**config.mk**
```make
export PLATFORM = sky130hd
export DESIGN_NAME = n_term_s1_share_refresh
export DESIGN_NICKNAME = d
export VERILOG_FILES = /design/src/rtl/n_term_s1_share_refresh_pkg.sv /design/src/rtl/n_term_s1_share_refresh_lfsr.sv /design/src/rtl/n_term_s1_share_refresh.sv
export SDC_FILE = /design/constraint.sdc
export NUM_CORES = 1
export LEC_CHECK = 0
export CAP_MARGIN = 20
export CORE_MARGIN = 2
export CORE_UTILIZATION = 35
export DETAILED_ROUTE_END_ITERATION = 7
export PLACE_DENSITY_LB_ADDON = 0.08
export REMOVE_ABC_BUFFERS = 1
export SYNTH_ARGS = -nofsm -noshare
export SYNTH_HDL_FRONTEND = slang
export SYNTH_HIERARCHICAL = 1
export SYNTH_SLANG_ARGS = --single-unit
```
**constraint.sdc**
```tcl
create_clock -name UserCLK -period 1.9 [get_ports UserCLK]
set_clock_uncertainty 0.1 [all_clocks]
set_input_delay 0.38 -clock UserCLK [delete_from_list [all_inputs] [get_ports UserCLK]]
set_output_delay 0.38 -clock UserCLK [all_outputs]
set_load 0.1 [all_outputs]
```
**src/rtl/n_term_s1_share_refresh_pkg.sv**
```systemverilog
// n_term_share_pkg: shared types, constants and LFSR step function for the share refresh stage
package n_term_share_pkg;
  typedef enum logic {WARMUP, RUN} state_e;
  localparam logic [31:0] LFSR_TAPS_DEFAULT = 32'h8020_0003;
  localparam logic [31:0] SEED_DEFAULT = 32'hACE1_2468;
  function automatic logic [31:0] lfsr_step(input logic [31:0] s, input logic [31:0] taps);
    return (s >> 1) ^ (s[0] ? taps : 32'h0);
  endfunction
endpackage

```
**src/rtl/n_term_s1_share_refresh_lfsr.sv**
```systemverilog
// share_lfsr: Galois LFSR mask source with seed load (zero seed replaced by default) and step enable
module share_lfsr
  import n_term_share_pkg::*;
#(
  parameter int NUM_PAIRS = 8,
  parameter int LFSR_W = 32,
  parameter logic [LFSR_W-1:0] TAPS = LFSR_TAPS_DEFAULT,
  parameter logic [LFSR_W-1:0] SEED = n_term_share_pkg::SEED_DEFAULT
) (
  input  logic                 clk,
  input  logic                 rst_n,
  input  logic                 load_i,
  input  logic                 step_i,
  input  logic [LFSR_W-1:0]    seed_i,
  output logic [NUM_PAIRS-1:0] mask_o
);
  logic [LFSR_W-1:0] lfsr_q, lfsr_d;
  // load beats step so a reseed never gets advanced in its own cycle; zero seed would lock the LFSR
  always_comb lfsr_d = load_i ? ((seed_i == '0) ? SEED : seed_i)
                     : step_i ? LFSR_W'(lfsr_step(32'(lfsr_q), 32'(TAPS))) : lfsr_q;
  // LFSR state register
  always_ff @(posedge clk)
    if (!rst_n) lfsr_q <= SEED;
    else lfsr_q <= lfsr_d;
  assign mask_o = lfsr_q[NUM_PAIRS-1:0];
endmodule

```
**src/rtl/n_term_s1_share_refresh.sv**
```systemverilog
// n_term_s1_share_refresh: registered two-share re-masking of the N_term_s1 south-going wires (N_TERM_SHARE_DUAL_STAGE_EN adds an input register, latency 2)
module n_term_s1_share_refresh #(
  parameter int NUM_PAIRS = 8,
  parameter int LFSR_W = 32,
  parameter logic [LFSR_W-1:0] LFSR_TAPS = n_term_share_pkg::LFSR_TAPS_DEFAULT,
  parameter logic [LFSR_W-1:0] SEED_DEFAULT = n_term_share_pkg::SEED_DEFAULT
) (
  input  logic                 UserCLK,
  input  logic                 rst_n,
  input  logic [NUM_PAIRS-1:0] from_N_s0,
  input  logic [NUM_PAIRS-1:0] from_N_s1,
  output logic [NUM_PAIRS-1:0] to_S_s0,
  output logic [NUM_PAIRS-1:0] to_S_s1,
  input  logic                 refresh_en,
  input  logic                 seed_valid,
  input  logic [LFSR_W-1:0]    seed_data,
  output logic                 seed_ready,
  output logic                 running
);
  import n_term_share_pkg::*;
  localparam int CW = $clog2(LFSR_W);
  state_e state_q, state_d;
  logic [CW-1:0] warm_q, warm_d;
  logic [NUM_PAIRS-1:0] lfsr_mask, mask, src_s0, src_s1, s0_q, s0_d, s1_q, s1_d;
  logic accept;
  assign running = state_q == RUN;
  assign seed_ready = running;
  assign accept = seed_valid & seed_ready;
  assign mask = refresh_en ? lfsr_mask : '0;
  share_lfsr #(.NUM_PAIRS(NUM_PAIRS), .LFSR_W(LFSR_W), .TAPS(LFSR_TAPS), .SEED(SEED_DEFAULT)) u_lfsr (
    .clk(UserCLK),
    .rst_n(rst_n),
    .load_i(accept),
    .step_i(running ? refresh_en : 1'b1),
    .seed_i(seed_data),
    .mask_o(lfsr_mask)
  );
`ifdef N_TERM_SHARE_DUAL_STAGE_EN
  logic [NUM_PAIRS-1:0] in_s0_q, in_s1_q;
  // capture tile wires before masking so no combinational path reaches the mask XOR
  always_ff @(posedge UserCLK)
    if (!rst_n || accept) {in_s0_q, in_s1_q} <= '0;
    else {in_s0_q, in_s1_q} <= {from_N_s0, from_N_s1};
  assign src_s0 = in_s0_q;
  assign src_s1 = in_s1_q;
`else
  assign src_s0 = from_N_s0;
  assign src_s1 = from_N_s1;
`endif
  // warm-up countdown to RUN; a reseed in RUN restarts the full warm-up
  always_comb begin
    state_d = state_q;
    warm_d = warm_q;
    if (state_q == WARMUP) begin
      warm_d = warm_q - CW'(1);
      state_d = (warm_q == '0) ? RUN : WARMUP;
    end else if (accept) begin
      state_d = WARMUP;
      warm_d = CW'(LFSR_W - 1);
    end
  end
  // same mask on both shares keeps s0^s1 intact; outputs stay 0/0 outside RUN
  always_comb begin
    s0_d = (running && !accept) ? src_s0 ^ mask : '0;
    s1_d = (running && !accept) ? src_s1 ^ mask : '0;
  end
  // FSM and output register stage
  always_ff @(posedge UserCLK)
    if (!rst_n) begin
      state_q <= WARMUP;
      warm_q <= CW'(LFSR_W - 1);
      s0_q <= '0;
      s1_q <= '0;
    end else begin
      state_q <= state_d;
      warm_q <= warm_d;
      s0_q <= s0_d;
      s1_q <= s1_d;
    end
  assign to_S_s0 = s0_q;
  assign to_S_s1 = s1_q;
endmodule

```
After elaboration in Yosys (flattened, before gate mapping). Cells that the tools add are included.

Flip-flop bits (word level): 54. Input bits: 52. Output and inout port bits: 18. Word-level logic and storage cells: 28.

Add/subtract/negate cells: 1. Mux-type cells: 11. Equal/unequal tests: 1. Bitwise gates (word level): 4. Reductions and logical operators: 6.

Operators by type and width (count): two-way mux 32 bit (4); logical NOT 32 bit (1); XOR 31 x 32 -> 32 bit (1); XOR 8 bit (2); two-way mux 5 bit (2); two-way mux 8 bit (1); logical NOT 5 bit (1); subtractor 5 x 1 -> 5 bit (second input constant) (1); two-way mux 1 bit (4); != test 2 x 1 -> 1 bit (second input constant) (1); AND reduction 2 bit (1); nonzero test 2 bit (1); bitwise AND 1 bit (1); logical AND 1 bit (1); logical NOT 1 bit (1).

Depth between registers and ports, before layout. Gate-level depths: netlist of the first run.

Word-level depth: 4. Mapped depth: 8. Gate-level depth less buffers: 5.

Modules after synthesis. The synthesis of the first run kept the hierarchy.

Modules (own cells, without submodules): share_lfsr (area an instance 1736.7 um^2, instances 1, cells an instance 214, seq. area each 640.6 um^2); n_term_s1_share_refresh (area an instance 868.3 um^2, instances 1, cells an instance 93, seq. area each 440.4 um^2).

Least setup slack after synthesis of the first run. No wires, ideal clock.

Kind: register to register. From: reg state_q, in the netlist running. To: reg u_lfsr.lfsr_q[10]. Data arrival time: 2.142 ns. Path slack: -0.457 ns. Setup time: 0.115 ns. Data required time: 1.685 ns. Path buffers: 3. Cell stages (with the launch flop): 7. Period minus slack after synthesis: 2.357 ns. Cells stage by stage: dfxtp_1 -> buf_2 -> and2_1 -> buf_2 -> clkbuf_1 -> nand3b_1 -> o21a_1.

Word-level cells in the longest chain between the ends: 2. Elaborated cells on any way between the ends: 4. Those cells by class: mux: 2; bitwise: 1; reduce/logical: 1.

Ends and longest elaborated chain: start, declared (RTL line n_term_s1_share_refresh.sv:22) `state_e state_q, state_d;`; start signal, assigned (RTL line n_term_s1_share_refresh.sv:75) `state_q <= state_d;`; bitwise AND 1 bit * (RTL line n_term_s1_share_refresh.sv:28) `assign accept = seed_valid & seed_ready;`; net accept (RTL line n_term_s1_share_refresh.sv:25) `logic accept;`; two-way mux 32 bit / nonzero test 2 bit (equally long branches); end signal, assigned (RTL line n_term_s1_share_refresh_lfsr.sv:24) `else lfsr_q <= lfsr_d;`; end, declared (RTL line n_term_s1_share_refresh_lfsr.sv:17) `logic [LFSR_W-1:0] lfsr_q, lfsr_d;`.

The timed path passes the listed nets; every way through them passes the cells marked *. A chain may end at the register's enable or synchronous reset.

Final worst setup path of the first run.
From: in seed_data[9]. To: reg u_lfsr.lfsr_q[27].

Word-level cells in the longest chain between the ends: 3.

Ends and longest elaborated chain: start, declared (RTL line n_term_s1_share_refresh.sv:16) `input logic [LFSR_W-1:0] seed_data,`; logical NOT 32 bit (RTL line n_term_s1_share_refresh_lfsr.sv:19) `always_comb lfsr_d = load_i ? ((seed_i == '0) ? SEED : seed_i)`; two-way mux 32 bit (2 in a row) (RTL line n_term_s1_share_refresh_lfsr.sv:19).

No other way between the ends.

==> results of run 1 <==
stage by stage:
step	cells	power [mW]
6_report	479	2.47
5_1_grt	479	2.58
4_1_cts	479	2.50
3_5_place_dp	471	1.58
3_3_place_gp	471	1.57
2_1_floorplan	277	1.39
worst paths after layout:
kind,from,endpoint,slack (ps),depth (start not counted)
setup / recovery,seed_data[9],u_lfsr/lfsr_q[27],160,7
hold / removal,warm_q[2],warm_q[2],450,1
setup reg to reg,running,u_lfsr/lfsr_q[21],350,7
hold reg to reg,warm_q[2],warm_q[2],450,1
registers in the layout, indices dropped and copies added (netlist names):
name           cells
to_S_s0            8
to_S_s1            8
running            1
warm_q             5
u_lfsr/lfsr_q     32
power groups by stage:
stage               clock network (mW)  logic, mW  registers, mW
global placement                     0      0.319           1.25
detailed placement                   0      0.324           1.25
global route                     0.984      0.362           1.23
floorplan                            0      0.145           1.24
finish                           0.919      0.324           1.22
CTS                              0.951      0.326           1.23
cell type report:
class                      instances  area (um2)
clock inverter                     2        60.1
tap                               99         124
fill                             695        3370
inverter                           3        11.3
timing repair buffer              95        1130
clock buffer                       6        82.6
multi-input combinational        220        1360
sequential                        54        1080
cells in the mapped netlist:
cell type | count | area share (%)
nand3b_1 | 14 | 4.0
nand4_1 | 2 | 0.48
buf_1 | 1 | 0.14
nor4_2 | 1 | 0.48
mux2_2 | 1 | 0.43
nand2_1 | 43 | 6.2
nor3_1 | 2 | 0.38
and2_1 | 20 | 4.8
ha_1 | 1 | 0.48
buf_2 | 8 | 1.5
nor2_2 | 1 | 0.24
nor2b_1 | 1 | 0.24
a211oi_1 | 1 | 0.29
buf_4 | 11 | 3.2
nor2_1 | 20 | 2.9
dfxtp_1 | 54 | 41
clkbuf_1 | 9 | 1.3
o31ai_1 | 1 | 0.29
o21a_1 | 12 | 3.5
nand3_1 | 13 | 2.5
o211ai_1 | 1 | 0.29
buf_6 | 1 | 0.43
inv_1 | 3 | 0.43
and3b_1 | 1 | 0.34
o22a_1 | 1 | 0.34
or4b_4 | 1 | 0.53
nor4_1 | 7 | 1.7
xor2_1 | 18 | 6.1
o21ai_0 | 21 | 4.0
xnor2_1 | 1 | 0.34
nand2b_1 | 3 | 0.72
mux2i_1 | 19 | 7.3
a21oi_1 | 14 | 2.7
worst max-delay path, stage by stage:
cell	delay (ps)
clkdlybuf4s50_1	460
nor4_2	330
buf_4	150
nand4_1	130
nor2_2	130
buf_4	160
o21a_1	130
metal layers:
layer	vias up	track usage (%)
met5	-	0
met2	56	23.6
met1	1004	18.6
met4	0	4.62
met3	8	2.42
li1	1169	-
logic make-up after synthesis:
group | synth area share, %
AND/OR/NAND/NOR | 25.5
AO/OA/AOI/OAI | 11.4
XOR/XNOR | 6.39
multiplexers | 7.73
adder cells (fa/ha/maj) | 0.480
flip-flops | 41.5
buffers and inverters | 7.01
repair_timing:
item                                    4_1_cts  5_1_grt
resized for setup                             0        2
endpoints found under the setup margin        0       13
hold buffers                                  0        0
buffers inserted                              0        0
placed cells by master (no fill, tap or decap), types with 6 or more instances in the layout:
cell type,netlist,final
clkbuf_8,0,6
o21a_1,12,12
o21ai_0,21,21
xor2_1,18,18
clkdlybuf4s50_1,0,51
dfxtp_1,54,54
nand2_1,43,43
nor2_1,20,20
buf_12,0,23
buf_4,11,21
nand3b_1,14,14
and2_1,20,19
mux2i_1,19,19
nand3_1,13,13
a21oi_1,14,14
==> flow_metrics.py, run 1 <==
metrics = {
    "detailed_routing": {
        "top_layer_used": "met4",
        "drc_errors": 0,
        "wl_um": 5670,
        "routedWlPerCell_um": 11.8,
        "routed-wl-met2_um": 2550,
        "drtPass1Iterations": 4,
        "viasPerCell": 4.67,
        "dr.first_iter.drc_count": 91,
        "ant_nets": 0,
        "met1Wirelength_um": 2840,
        "met3_wirelength_um": 201,
        "vias": 2237,
    },
    "timing": {
        "fin_setup_tns_ps": 0,
        "drv_slew": 0,
        "worst_hold_slack_ps": 448,
        "rsz0062_at_grt": "false",
        "worst_pin_slew_ps": 308,
        "period_needed_ps": 1740,
        "relSlewSlack_pct": 79.3,
        "fmax_mhz": 575,
        "finalSetupViolations": 0,
        "period_share_pct": 91.5,
        "setup_slack_ps": 161,
        "finalHoldViolations": 0,
    },
    "power": {
        "power.switching_mw": 0.509,
        "power.internal_mw": 1.96,
        "p_clk_share_pct": 37.2,
        "p_leak_nw": 1.57,
        "worst_ir_drop_vdd_mv": 0.365,
        "p_seq_share_pct": 49.6,
        "comb_power_share_pct": 13.1,
        "p_per_area_nw_per_um2": 642,
        "swShare_pct": 20.6,
    },
    "critical_path": {
        "path_class": "primary input to flip-flop",
        "crit_required_ps": 2040,
        "path_max_fanout": 7,
        "crit_arrival_ps": 1880,
        "critical_path.startpoint_type": "primary input",
        "cp-end-kind": "flip-flop",
    },
    "floorplanning": {
        "fp-row-count": 31,
        "die_area_um2": 8150,
        "die_y_um": 90.3,
        "io_pins": 70,
        "core_area_um2": 7210,
        "initial_core_util_pct": 36.1,
        "die-width_um": 90.3,
    },
    "cells_and_area": {
        "nNetsFinal": 432,
        "design_area_um2": 3840,
        "drive_above_1_share_pct": 15.5,
        "synthToLayoutAreaGrowth_pct": 47.5,
        "fin_util_pct": 53.3,
        "diodes": 0,
    },
    "global_route": {
        "antenna_found_initial": 0,
        "grt_pass1_vias": 2103,
        "grt_pass1_wl_um": 9540,
        "grt_start_max_net_pins": 45,
        "grtUsageTotal_pct": 14.1,
        "overflow": 0,
    },
    "synth": {
        "synthCells": 307,
        "synth_warnings": 6,
        "synth.distinct_cells": 33,
        "ys_ff_latch": 54,
        "ys_seq_area_share_pct": 41.5,
        "syn_avg_cell_area_um2": 8.49,
        "syn_area_um2": 2600,
    },
    "placed_design": {
        "gp_congestion": 0.744,
        "pre_cts_slack_ps": -244,
        "postPlaceCellArea_um2": 3690,
        "dp_hpwl_um": 4260,
        "portBuffers": 69,
    },
    "clocking": {
        "cts_sinks": 54,
        "cts_buffer_depth": 2,
        "htree_levels": 2,
        "clk-insertion-delay-late_ps": 300,
        "clk_pin_slew_worst_paths_ps": 100,
        "root_buffer": "clkbuf_8",
        "cts_buffers": 5,
        "cts_tree": "yes",
    },
    "outcome": {
        "status": "finished, final reports clean",
    },
    "min_path": {
        "min_path_type": "flip-flop to flip-flop",
    },
    "flow_run": {
        "maxCapViolations": 0,
    },
}
Note: power is estimated with default switching activity, not from simulation.
==> inputs of run 2 (changes only) <==
--- a/config.mk
+++ b/config.mk
@@ -5,7 +5,7 @@
 export SDC_FILE = /design/constraint.sdc
 export NUM_CORES = 1
 export LEC_CHECK = 0
-export CAP_MARGIN = 20
+export CAP_MARGIN = 25
 export CORE_MARGIN = 2
 export CORE_UTILIZATION = 35
 export DETAILED_ROUTE_END_ITERATION = 7
==> constraint.sdc (replaced) <==
create_clock -name UserCLK -period 1.42 [get_ports UserCLK]
set_clock_uncertainty 0.1 [all_clocks]
set_input_delay 0.284 -clock UserCLK [delete_from_list [all_inputs] [get_ports UserCLK]]
set_output_delay 0.284 -clock UserCLK [all_outputs]
set_load 0.1 [all_outputs]
==> run 2 against run 1 <==
Combinational power increased by 36%. Core utilization is 1.3 points higher. Highest routed layer unchanged. Register-to-register slack lost 370 ps. Clock power up 36%. Critical path depth decreased by 2. Flip-flop and latch count is the same. Non-clock buffer count increased by 8. The run now ends with negative setup slack left. Setup slack worse by 180 ps. Die area unchanged. Sequential share of layout area shrank 0.53 points.
==> flow_metrics.py, run 2 (same netlist as run 1, synthesis figures left out) <==
metrics = {
    "timing": {
        "finalSetupViolations": 1,
        "setup_slack_ps": -21.3,
        "worst_pin_slew_ps": 270,
        "worst_hold_slack_ps": 238,
        "finalHoldViolations": 0,
        "period_needed_ps": 1440,
        "relSlewSlack_pct": 81.9,
        "fmax_mhz": 694,
        "drv_slew": 0,
        "rsz0062_at_grt": "true",
        "period_share_pct": 101,
    },
    "critical_path": {
        "crit_required_ps": 1530,
        "cp_slowest_cell": "or4b_4",
        "crit_chain": "inv_2 > ha_4 > or4b_4 > mux2i_1 > nand2b_1",
        "cp-end-kind": "flip-flop",
        "path_class": "flip-flop to flip-flop",
        "slowest_delay_ps": 460,
        "critical_path.startpoint_type": "flip-flop",
        "r2r_slack_ps": -20,
        "rr_worst_depth": 5,
        "rr_startpoint": "warm_q[0]",
        "r2r_end": "warm_q[4]",
        "crit_arrival_ps": 1550,
        "path_max_fanout": 2,
        "critPathLaunch": "warm_q[0]",
    },
    "clocking": {
        "hold_buffers": 0,
        "htree_levels": 2,
        "cts_buffers": 5,
        "clk_pin_slew_worst_paths_ps": 90,
        "root_buffer": "clkbuf_8",
        "cts_sinks": 54,
        "clk-insertion-delay-late_ps": 310,
        "cts_buffer_depth": 2,
        "cts_tree": "yes",
    },
    "outcome": {
        "violations": "negative setup slack",
        "status": "finished with violations",
    },
    "power": {
        "p_per_area_nw_per_um2": 846,
        "worst_ir_drop_vdd_mv": 0.398,
        "p_total_mw": 3.33,
        "p_leak_nw": 1.68,
    },
    "placed_design": {
        "dp_hpwl_um": 4460,
        "portBuffers": 69,
        "pre_cts_slack_ps": -589,
        "gp_congestion": 0.817,
    },
    "cells_and_area": {
        "diodes": 0,
        "register_area_um2": 1090,
        "largest_reg_flops": 32,
        "fillers": 704,
        "multi_input_area_um2": 1410,
        "layout_commonest_cell": "dfxtp_1",
        "fin_util_pct": 54.6,
        "nNetsFinal": 440,
        "drive_above_1_share_pct": 20.6,
        "layout_common_cells": "dfxtp_1, nand2_1, buf_4",
        "top_register": "u_lfsr/lfsr_q",
        "synthToLayoutAreaGrowth_pct": 51.2,
    },
    "detailed_routing": {
        "viasPerCell": 4.65,
        "ant_nets": 0,
        "routedWlPerCell_um": 12.5,
        "wl_um": 6090,
        "dr.first_iter.drc_count": 96,
        "drtPass1Iterations": 4,
        "vias": 2263,
        "drc_errors": 0,
    },
    "min_path": {
        "whs_endpoint": "u_lfsr/lfsr_q[27]",
        "hold_start": "seed_data[27]",
        "whs_path_depth": 3,
        "min_path_type": "primary input to flip-flop",
    },
    "global_route": {
        "overflow": 0,
        "grt_pass1_wl_um": 10600,
        "grt_pass1_vias": 2203,
        "grt_start_max_net_pins": 40,
        "grtUsageTotal_pct": 15.8,
        "antenna_found_initial": 0,
    },
    "floorplanning": {
        "core_area_um2": 7210,
        "fp-row-count": 31,
        "die-width_um": 90.3,
        "io_pins": 70,
        "die_y_um": 90.3,
        "die_area_um2": 8150,
        "initial_core_util_pct": 36.1,
    },
    "flow_run": {
        "maxCapViolations": 0,
    },
}
[run 2: power breakdown]
part           leakage [nW]  switching, mW  total [mW]  internal [mW]
Combinational          1.17          0.172       0.441          0.269
Clock                0.0714          0.501        1.25          0.752
Sequential            0.445         0.0515        1.64           1.59
Total                  1.68          0.725        3.33           2.61
[run 2: how the worst max path moves through the flow]
stage / to / slack, ps
CTS: warm_q[4] / -30
global route: warm_q[4] / -70
floorplan: u_lfsr/lfsr_q[21] / -2790
finish: warm_q[4] / -20
global placement: u_lfsr/lfsr_q[6] / -560
detailed placement: u_lfsr/lfsr_q[27] / -590
[run 2: layer usage]
| layer | track usage [%] | share of wire, % | wire length, um |
|---|---|---|---|
| met3 | 3.09 | 3.8 | 229 |
| met1 | 21.6 | 50 | 3060 |
| met2 | 24.8 | 44 | 2680 |
| met4 | 6.03 | 2.0 | 124 |
| met5 | 0 | 0 | 0 |
[run 2: critical path, delay by kind of cell (launching register included)]
| family | cells | cell delay [ps] |
|---|---|---|
| muxes | 1 | 130 |
| DFF | 1 | 330 |
| buffers and inverters | 1 | 60 |
| adders and majority gates | 1 | 120 |
| and+or+nand+nor | 2 | 590 |
[run 2: per-stage QoR]
stage / area [um2] / std cells / setup TNS (ps)
after floorplan: 2430 / 277 / -110860
after global placement: 3730 / 478 / -17100
after detailed placement: 3730 / 478 / -17370
after CTS: 3910 / 486 / -25.5
after global routing: 3940 / 487 / -292
final: 3940 / 487 / -21.3
[run 2: area by class of cell]
class	count	area share, %
inverters	3	0.286
clock buffers	6	2.10
multi-input cells	220	35.9
repair buffers	103	29.5
flip-flops and latches	54	27.6
clock inverters	2	1.52
well taps	99	3.14
[run 2: repair_timing]
item,CTS,global route
gates resized for setup,50,13
endpoints found under the setup margin,36,17
setup buffers,2,1
pin swaps,12,16
